`src/rtl/fpu_conv_scheduler_if.sv`:
```
// Line-memory port and FPU control bundle shared by the convolution scheduler and its neighbours.
// Handshake: the requester holds req high with a stable address until ack is seen; a one-cycle
// ack completes the transfer, may arrive in the first req cycle, and is ignored while req is low.
interface fpu_conv_scheduler_if #(
  parameter int ADDR_W = 32
);
  logic              mem_rd_req;
  logic [ADDR_W-1:0] mem_rd_addr;
  logic              mem_rd_ack;
  logic [1:0]        fpu_load_row;
  logic              fpu_go;
  logic              fpu_last_chunk;
  logic              fpu_done;
  logic              mem_wr_req;
  logic [ADDR_W-1:0] mem_wr_addr;
  logic              mem_wr_ack;

  modport master (
    output mem_rd_req, mem_rd_addr, fpu_load_row, fpu_go, fpu_last_chunk,
    output mem_wr_req, mem_wr_addr,
    input  mem_rd_ack, fpu_done, mem_wr_ack
  );

  modport slave (
    input  mem_rd_req, mem_rd_addr, fpu_load_row, fpu_go, fpu_last_chunk,
    input  mem_wr_req, mem_wr_addr,
    output mem_rd_ack, fpu_done, mem_wr_ack
  );
endinterface

```
`src/rtl/fpu_conv_scheduler.sv`:
```
// Walks output rows and line-sized column chunks of a 3x3 convolution: three row reads, FPU run,
// one result write per chunk. Define FPU_SCHED_PERF_EN to add stall_cycles/chunk_count counters.
module fpu_conv_scheduler #(
  parameter int LINE_BYTES = 64,
  parameter int ADDR_W     = 32,
  parameter int DIM_W      = 16
) (
  input  logic              clk,
  input  logic              rst_n,
  input  logic              start,
  input  logic [DIM_W-1:0]  image_width,
  input  logic [DIM_W-1:0]  image_height,
  input  logic [ADDR_W-1:0] start_address,
  input  logic [ADDR_W-1:0] result_address,
  fpu_conv_scheduler_if.master bus,
  output logic              busy,
  output logic              done,
  output logic              dim_err,
  output logic [2:0]        fsm_state
`ifdef FPU_SCHED_PERF_EN
  ,
  output logic [31:0]       stall_cycles,
  output logic [31:0]       chunk_count
`endif
);
  localparam int LB_SHIFT = $clog2(LINE_BYTES);
  localparam int PW       = 2 * DIM_W;
  localparam logic [DIM_W-1:0] MIN_DIM = DIM_W'(3);

  typedef enum logic [2:0] {
    IDLE    = 3'd0,
    RD0     = 3'd1,
    RD1     = 3'd2,
    RD2     = 3'd3,
    COMPUTE = 3'd4,
    WRITE   = 3'd5,
    ADVANCE = 3'd6,
    FINISH  = 3'd7
  } state_t;

  state_t state, state_next;

  logic [DIM_W-1:0]  width_q, height_q, row_q, col_q;
  logic [ADDR_W-1:0] src_q, dst_q;
  logic              busy_q, dim_err_q, go_issued_q;

  logic              accept, dims_bad, last_col, last_row;
  logic [DIM_W-1:0]  last_col_idx, rd_row;
  logic [1:0]        rd_k;
  logic [PW-1:0]     rd_prod, wr_prod;
  logic [ADDR_W-1:0] col_off, rd_addr, wr_addr;

  assign accept   = (state == IDLE) && start;
  assign dims_bad = (image_width < MIN_DIM) || (image_height < MIN_DIM);

  // Index of the final (possibly partial) chunk: ceil(W/LINE_BYTES)-1 without an overflowing add.
  assign last_col_idx = (width_q - DIM_W'(1)) >> LB_SHIFT;
  assign last_col     = (col_q == last_col_idx);
  assign last_row     = (row_q == (height_q - MIN_DIM));

  always_comb begin
    case (state)
      RD1:     rd_k = 2'd1;
      RD2:     rd_k = 2'd2;
      default: rd_k = 2'd0;
    endcase
  end

  assign rd_row  = row_q + DIM_W'(rd_k);
  assign rd_prod = PW'(rd_row) * PW'(width_q);
  assign wr_prod = PW'(row_q) * PW'(width_q);
  assign col_off = ADDR_W'(col_q) << LB_SHIFT;
  assign rd_addr = src_q + ADDR_W'(rd_prod) + col_off;
  assign wr_addr = dst_q + ADDR_W'(wr_prod) + col_off;

  always_ff @(posedge clk or negedge rst_n) begin
    if (!rst_n) state <= IDLE;
    else        state <= state_next;
  end

  always_comb begin
    state_next         = state;
    bus.mem_rd_req     = 1'b0;
    bus.mem_rd_addr    = '0;
    bus.fpu_load_row   = 2'd0;
    bus.fpu_go         = 1'b0;
    bus.fpu_last_chunk = 1'b0;
    bus.mem_wr_req     = 1'b0;
    bus.mem_wr_addr    = '0;
    done               = 1'b0;
    case (state)
      IDLE: begin
        if (start) state_next = dims_bad ? FINISH : RD0;
      end
      RD0, RD1, RD2: begin
        bus.mem_rd_req     = 1'b1;
        bus.mem_rd_addr    = rd_addr;
        bus.fpu_load_row   = rd_k;
        bus.fpu_last_chunk = last_col;
        if (bus.mem_rd_ack) begin
          case (state)
            RD0:     state_next = RD1;
            RD1:     state_next = RD2;
            default: state_next = COMPUTE;
          endcase
        end
      end
      COMPUTE: begin
        bus.fpu_go         = !go_issued_q;
        bus.fpu_last_chunk = last_col;
        if (bus.fpu_done) state_next = WRITE;
      end
      WRITE: begin
        bus.mem_wr_req     = 1'b1;
        bus.mem_wr_addr    = wr_addr;
        bus.fpu_last_chunk = last_col;
        if (bus.mem_wr_ack) state_next = ADVANCE;
      end
      ADVANCE: begin
        state_next = (last_row && last_col) ? FINISH : RD0;
      end
      FINISH: begin
        done       = 1'b1;
        state_next = IDLE;
      end
      default: state_next = IDLE;
    endcase
  end

  always_ff @(posedge clk or negedge rst_n) begin
    if (!rst_n) begin
      width_q     <= '0;
      height_q    <= '0;
      src_q       <= '0;
      dst_q       <= '0;
      row_q       <= '0;
      col_q       <= '0;
      busy_q      <= 1'b0;
      dim_err_q   <= 1'b0;
      go_issued_q <= 1'b0;
    end else begin
      // Marks that the single fpu_go of this COMPUTE visit has already been issued.
      go_issued_q <= (state == COMPUTE);
      if (accept) begin
        width_q   <= image_width;
        height_q  <= image_height;
        src_q     <= start_address;
        dst_q     <= result_address;
        row_q     <= '0;
        col_q     <= '0;
        busy_q    <= 1'b1;
        dim_err_q <= dims_bad;
      end
      if (state == ADVANCE) begin
        if (last_col) begin
          col_q <= '0;
          row_q <= row_q + DIM_W'(1);
        end else begin
          col_q <= col_q + DIM_W'(1);
        end
      end
      if (state == FINISH) busy_q <= 1'b0;
    end
  end

  assign busy      = busy_q;
  assign dim_err   = dim_err_q;
  assign fsm_state = state;

`ifdef FPU_SCHED_PERF_EN
  logic stall;
  assign stall = (bus.mem_rd_req && !bus.mem_rd_ack) || (bus.mem_wr_req && !bus.mem_wr_ack);

  always_ff @(posedge clk or negedge rst_n) begin
    if (!rst_n) begin
      stall_cycles <= '0;
      chunk_count  <= '0;
    end else if (accept) begin
      stall_cycles <= '0;
      chunk_count  <= '0;
    end else begin
      if (stall && (stall_cycles != '1)) stall_cycles <= stall_cycles + 32'd1;
      if ((state == ADVANCE) && (chunk_count != '1)) chunk_count <= chunk_count + 32'd1;
    end
  end
`endif
endmodule

```
`src/flat_wrapper.sv`:
```
// flat-port wrapper written by rule: the top's interface ports become plain ports
module fpu_conv_scheduler_flat 
#(
  parameter int LINE_BYTES = 64,
  parameter int ADDR_W     = 32,
  parameter int DIM_W      = 16
)
  (clk, rst_n, start, image_width, image_height, start_address, result_address, busy, done, dim_err, fsm_state, bus_mem_rd_req, bus_mem_rd_addr, bus_fpu_load_row, bus_fpu_go, bus_fpu_last_chunk, bus_mem_wr_req, bus_mem_wr_addr, bus_mem_rd_ack, bus_fpu_done, bus_mem_wr_ack);
  fpu_conv_scheduler_if #(.ADDR_W(ADDR_W)) bus_i ();
  input  logic clk;
  input  logic rst_n;
  input  logic start;
  input  logic [DIM_W-1:0] image_width;
  input  logic [DIM_W-1:0] image_height;
  input  logic [ADDR_W-1:0] start_address;
  input  logic [ADDR_W-1:0] result_address;
  output logic busy;
  output logic done;
  output logic dim_err;
  output logic [2:0] fsm_state;
  output wire logic [$bits(bus_i.mem_rd_req)-1:0] bus_mem_rd_req;
  output wire logic [$bits(bus_i.mem_rd_addr)-1:0] bus_mem_rd_addr;
  output wire logic [$bits(bus_i.fpu_load_row)-1:0] bus_fpu_load_row;
  output wire logic [$bits(bus_i.fpu_go)-1:0] bus_fpu_go;
  output wire logic [$bits(bus_i.fpu_last_chunk)-1:0] bus_fpu_last_chunk;
  output wire logic [$bits(bus_i.mem_wr_req)-1:0] bus_mem_wr_req;
  output wire logic [$bits(bus_i.mem_wr_addr)-1:0] bus_mem_wr_addr;
  input wire logic [$bits(bus_i.mem_rd_ack)-1:0] bus_mem_rd_ack;
  input wire logic [$bits(bus_i.fpu_done)-1:0] bus_fpu_done;
  input wire logic [$bits(bus_i.mem_wr_ack)-1:0] bus_mem_wr_ack;
  assign bus_mem_rd_req = bus_i.mem_rd_req;
  assign bus_mem_rd_addr = bus_i.mem_rd_addr;
  assign bus_fpu_load_row = bus_i.fpu_load_row;
  assign bus_fpu_go = bus_i.fpu_go;
  assign bus_fpu_last_chunk = bus_i.fpu_last_chunk;
  assign bus_mem_wr_req = bus_i.mem_wr_req;
  assign bus_mem_wr_addr = bus_i.mem_wr_addr;
  assign bus_i.mem_rd_ack = bus_mem_rd_ack;
  assign bus_i.fpu_done = bus_fpu_done;
  assign bus_i.mem_wr_ack = bus_mem_wr_ack;
  fpu_conv_scheduler #(.LINE_BYTES(LINE_BYTES), .ADDR_W(ADDR_W), .DIM_W(DIM_W)) u_core (.clk(clk), .rst_n(rst_n), .start(start), .image_width(image_width), .image_height(image_height), .start_address(start_address), .result_address(result_address), .bus(bus_i), .busy(busy), .done(done), .dim_err(dim_err), .fsm_state(fsm_state));
endmodule
```
`config.mk`:
```
export PLATFORM = sky130hd
export DESIGN_NAME = fpu_conv_scheduler_flat
export DESIGN_NICKNAME = d
export VERILOG_FILES = /design/src/rtl/fpu_conv_scheduler_if.sv /design/src/rtl/fpu_conv_scheduler.sv /design/src/flat_wrapper.sv
export SDC_FILE = /design/constraint.sdc
export NUM_CORES = 2
export LEC_CHECK = 0
export ABC_AREA = 1
export CORE_ASPECT_RATIO = 1.4
export CORE_MARGIN = 2
export CORE_UTILIZATION = 45
export CTS_BUF_LIST = sky130_fd_sc_hd__clkbuf_16
export DETAILED_ROUTE_END_ITERATION = 16
export HOLD_SLACK_MARGIN = 0.02
export SYNTH_ARGS = -nofsm -noshare
export SYNTH_HDL_FRONTEND = slang
export SYNTH_SLANG_ARGS = --single-unit
```
`constraint.sdc`:
```
create_clock -name clk -period 18.7 [get_ports clk]
set_clock_uncertainty 0.2 [all_clocks]
set_input_delay 3.74 -clock clk [delete_from_list [all_inputs] [get_ports clk]]
set_output_delay 3.74 -clock clk [all_outputs]
set_load 0.02 [all_outputs]
```
==> impl_metrics.toml <==
[status]
status = "complete, no violations"

[pwr]
p_sw_share_pct = 56.63
peakVddDrop_uv = 106.3
share_comb_of_total_power_pct = 73.1
p_switching_mw = 1.939
powerDensity_nw_per_um2 = 111.3
p_leak_nw = 16.81
clockPowerShare_pct = 11.2
totalPowerFinal_mw = 3.425
intPower_mw = 1.485
pwr-share-seq_pct = 15.7

[synthesis]
synth_warnings = 0
synth-seq-cells = 134
synthFlopType = "dfrtp_1"
synth.net_count = 4359
synth_edf_count = 0
netlist_instances = 3555
async_reset_ff_share_pct = 100.0
avgSynthCellArea_um2 = 7.788
synth_cell_types = 51
seq_area_frac_synth_pct = 12.11
syn_area_um2 = 27690

[global_route]
grt_pass1_wl_um = 135500
grt_overflow = 0
gr-usage-all-layers_pct = 28.33
grt_antenna_before_repair = 0
grt_start_max_net_pins = 94
grt_pass1_vias = 24770

[setup_path]
slowest_stage = "xor2_1"
worst_setup_path_start_kind = "flop"
cp_data_required_time_ns = 14.76
cp.arrival_ns = 9.34
crit_path_frequent_cell = "fa_1"
path_class = "flop to output port"
end_kind = "output port"
worst_path_largest_cell_delay_ns = 0.78
critPathTopFamily = "adder cells"
critPathBufInv = 8
critPathMaxFanout = 10

[clocking]
clock_path_buffers = 2
cts_buffers = 17
post_cts_buffers = 0
clock_latency_ns = 0.51
clock_sinks = 134
hold_buffers = 0
htreeDepth = 4
post_cts_resize_count = 0
root_buffer = "clkbuf_16"
cts_tree = "yes"
clkTransAtPathRegs_ns = 0.07

[timing]
fin_crit_sh_pct = 71.03
period_minus_slack_ns = 13.28
slew_violations = 0
worst_slew_pin_slew_ns = 1.104
setup_viol = 0
rsz0062_at_grt = "no"
fmax_ghz = 0.07529
final.setup.tns_ns = 0
hold_viol = 0
relSlewSlack_pct = 26.41

[final_layout]
fin_util_pct = 50.54
antenna_cells = 0
drive_above_1_share_pct = 4.228
final_area_um2 = 30780
regArea_um2 = 3356
nets = 4457
stdcell_count = 4483
synthToLayoutAreaGrowth_pct = 11.19
nFillCells = 6107
multiInputGateArea_um2 = 20260

[die]
dieArea_um2 = 63550
placementRows = 107
core_area_um2 = 60910
initial_core_util_pct = 45.45
die_h_um = 297.5
dieWidth_um = 213.6
ioPinCount = 178

[detailed_routing]
dr_total_vias = 22890
drc = 0
drtPass1Iterations = 7
wirelength_um = 84810
routed_via_density = 5.105
postRouteAntennaNets = 0
wire_per_inst_um = 18.92
drt_first_iter_violations = 1323

[placement]
dp_cells = 4451
place_area_um2 = 30180
hpwlAfterDp_um = 67600
routabilityCongestion = 0.9596
io_buffers = 177

[worst_hold_path]
hold_path.class = "flop to flop"

[run]
drv_cap = 0
sequential cells by signal, indices dropped and copies added, names as in the netlist:
name,count
u_core.busy,1
u_core.col_q,16
u_core.dim_err,1
u_core.dst_q,32
u_core.fsm_state,3
u_core.go_issued_q,1
u_core.height_q,16
u_core.row_q,16
u_core.src_q,32
u_core.width_q,16
worst paths after layout:
path	start	to	slack (ns)	depth (start not counted)
max	u_core.fsm_state[2]	bus_mem_rd_addr[26]	5.42	34
max reg2reg	u_core.width_q[4]	u_core.fsm_state[1]	14.55	14
min	u_core.dim_err	u_core.dim_err	0.31	1
min in group asynchronous	rst_n	u_core.dst_q[4]	3.15	1
max in group asynchronous	rst_n	u_core.src_q[22]	13.90	2
min reg2reg	u_core.dim_err	u_core.dim_err	0.31	1
power by group through the flow:
stage	sequential [mW]	clock [mW]	combinational [mW]
2_1_floorplan	0.463	0	1.69
3_3_place_gp	0.542	0	2.48
3_5_place_dp	0.544	0	2.50
4_1_cts	0.539	0.395	2.51
5_1_grt	0.552	0.401	2.81
6_report	0.539	0.384	2.50
layout by cell type (no fill, tap or decap), types with 14 or more instances in the layout:
cell type	Yosys	routed
xor2_1	55	55
a21o_1	14	14
nand2_1	729	728
clkbuf_16	0	17
nand3_1	74	74
ha_1	219	219
clkdlybuf4s50_1	0	176
fa_1	483	483
nor3_1	15	15
mux2_2	45	45
dfrtp_1	134	132
inv_1	917	919
nor2_1	349	347
o21ai_0	86	86
buf_4	4	36
xnor2_1	17	17
nand4_1	38	38
a21oi_1	143	143
per-stage QoR:
stage               hold slack (ns)  setup slack, ns
global placement             0.2964            6.139
detailed placement           0.3000            5.968
floorplan                    0.2786            7.423
global route                 0.3323            4.896
CTS                          0.3159            5.398
finish                       0.3101            5.418
cell usage after synthesis, types with 7 or more instances:
library cell	n	area, µm²
inv_2	7	26.28
dfrtp_1	134	3353
clkbuf_1	70	262.8
nor4_1	8	50.05
a21oi_1	143	715.7
nor2_1	349	1310
nor3_1	15	75.07
or2_2	8	50.05
xnor2_1	17	148.9
o21ai_0	86	430.4
xor2_1	55	481.7
clkinv_1	7	26.28
nand2_1	729	2736
fa_1	483	9669
buf_2	28	140.1
nand4_1	38	237.7
ha_1	219	2740
mux2_2	45	506.7
buf_1	27	101.4
inv_1	917	3442
a21o_1	14	105.1
nand3_1	74	370.4
layer usage:
metal | wire length, µm | vias to the layer above | GRT usage (%)
li1 | - | 10650 | -
met1 | 32250 | 11210 | 32.59
met2 | 43210 | 764 | 50.31
met3 | 4436 | 261 | 4.128
met4 | 4908 | 0 | 15.00
met5 | 0 | - | 0
cells by family after synthesis:
group	after synthesis	share of synthesized area (%)
flops	134	12.11
compound gates	284	5.609
buf+inv	1065	14.76
xor+xnor	73	2.359
simple gates	1252	18.51
fa+ha+maj	702	44.82
mux	45	1.830
layout make-up:
class | count | share of cell area, %
multi-input cells | 2356 | 65.83
inverters | 931 | 11.35
flip-flops and latches | 134 | 10.90
repair buffers | 213 | 6.637
well taps | 817 | 3.321
clock buffers | 17 | 1.382
clock inverters | 15 | 0.5772
Power figures use the tool's default switching activity.
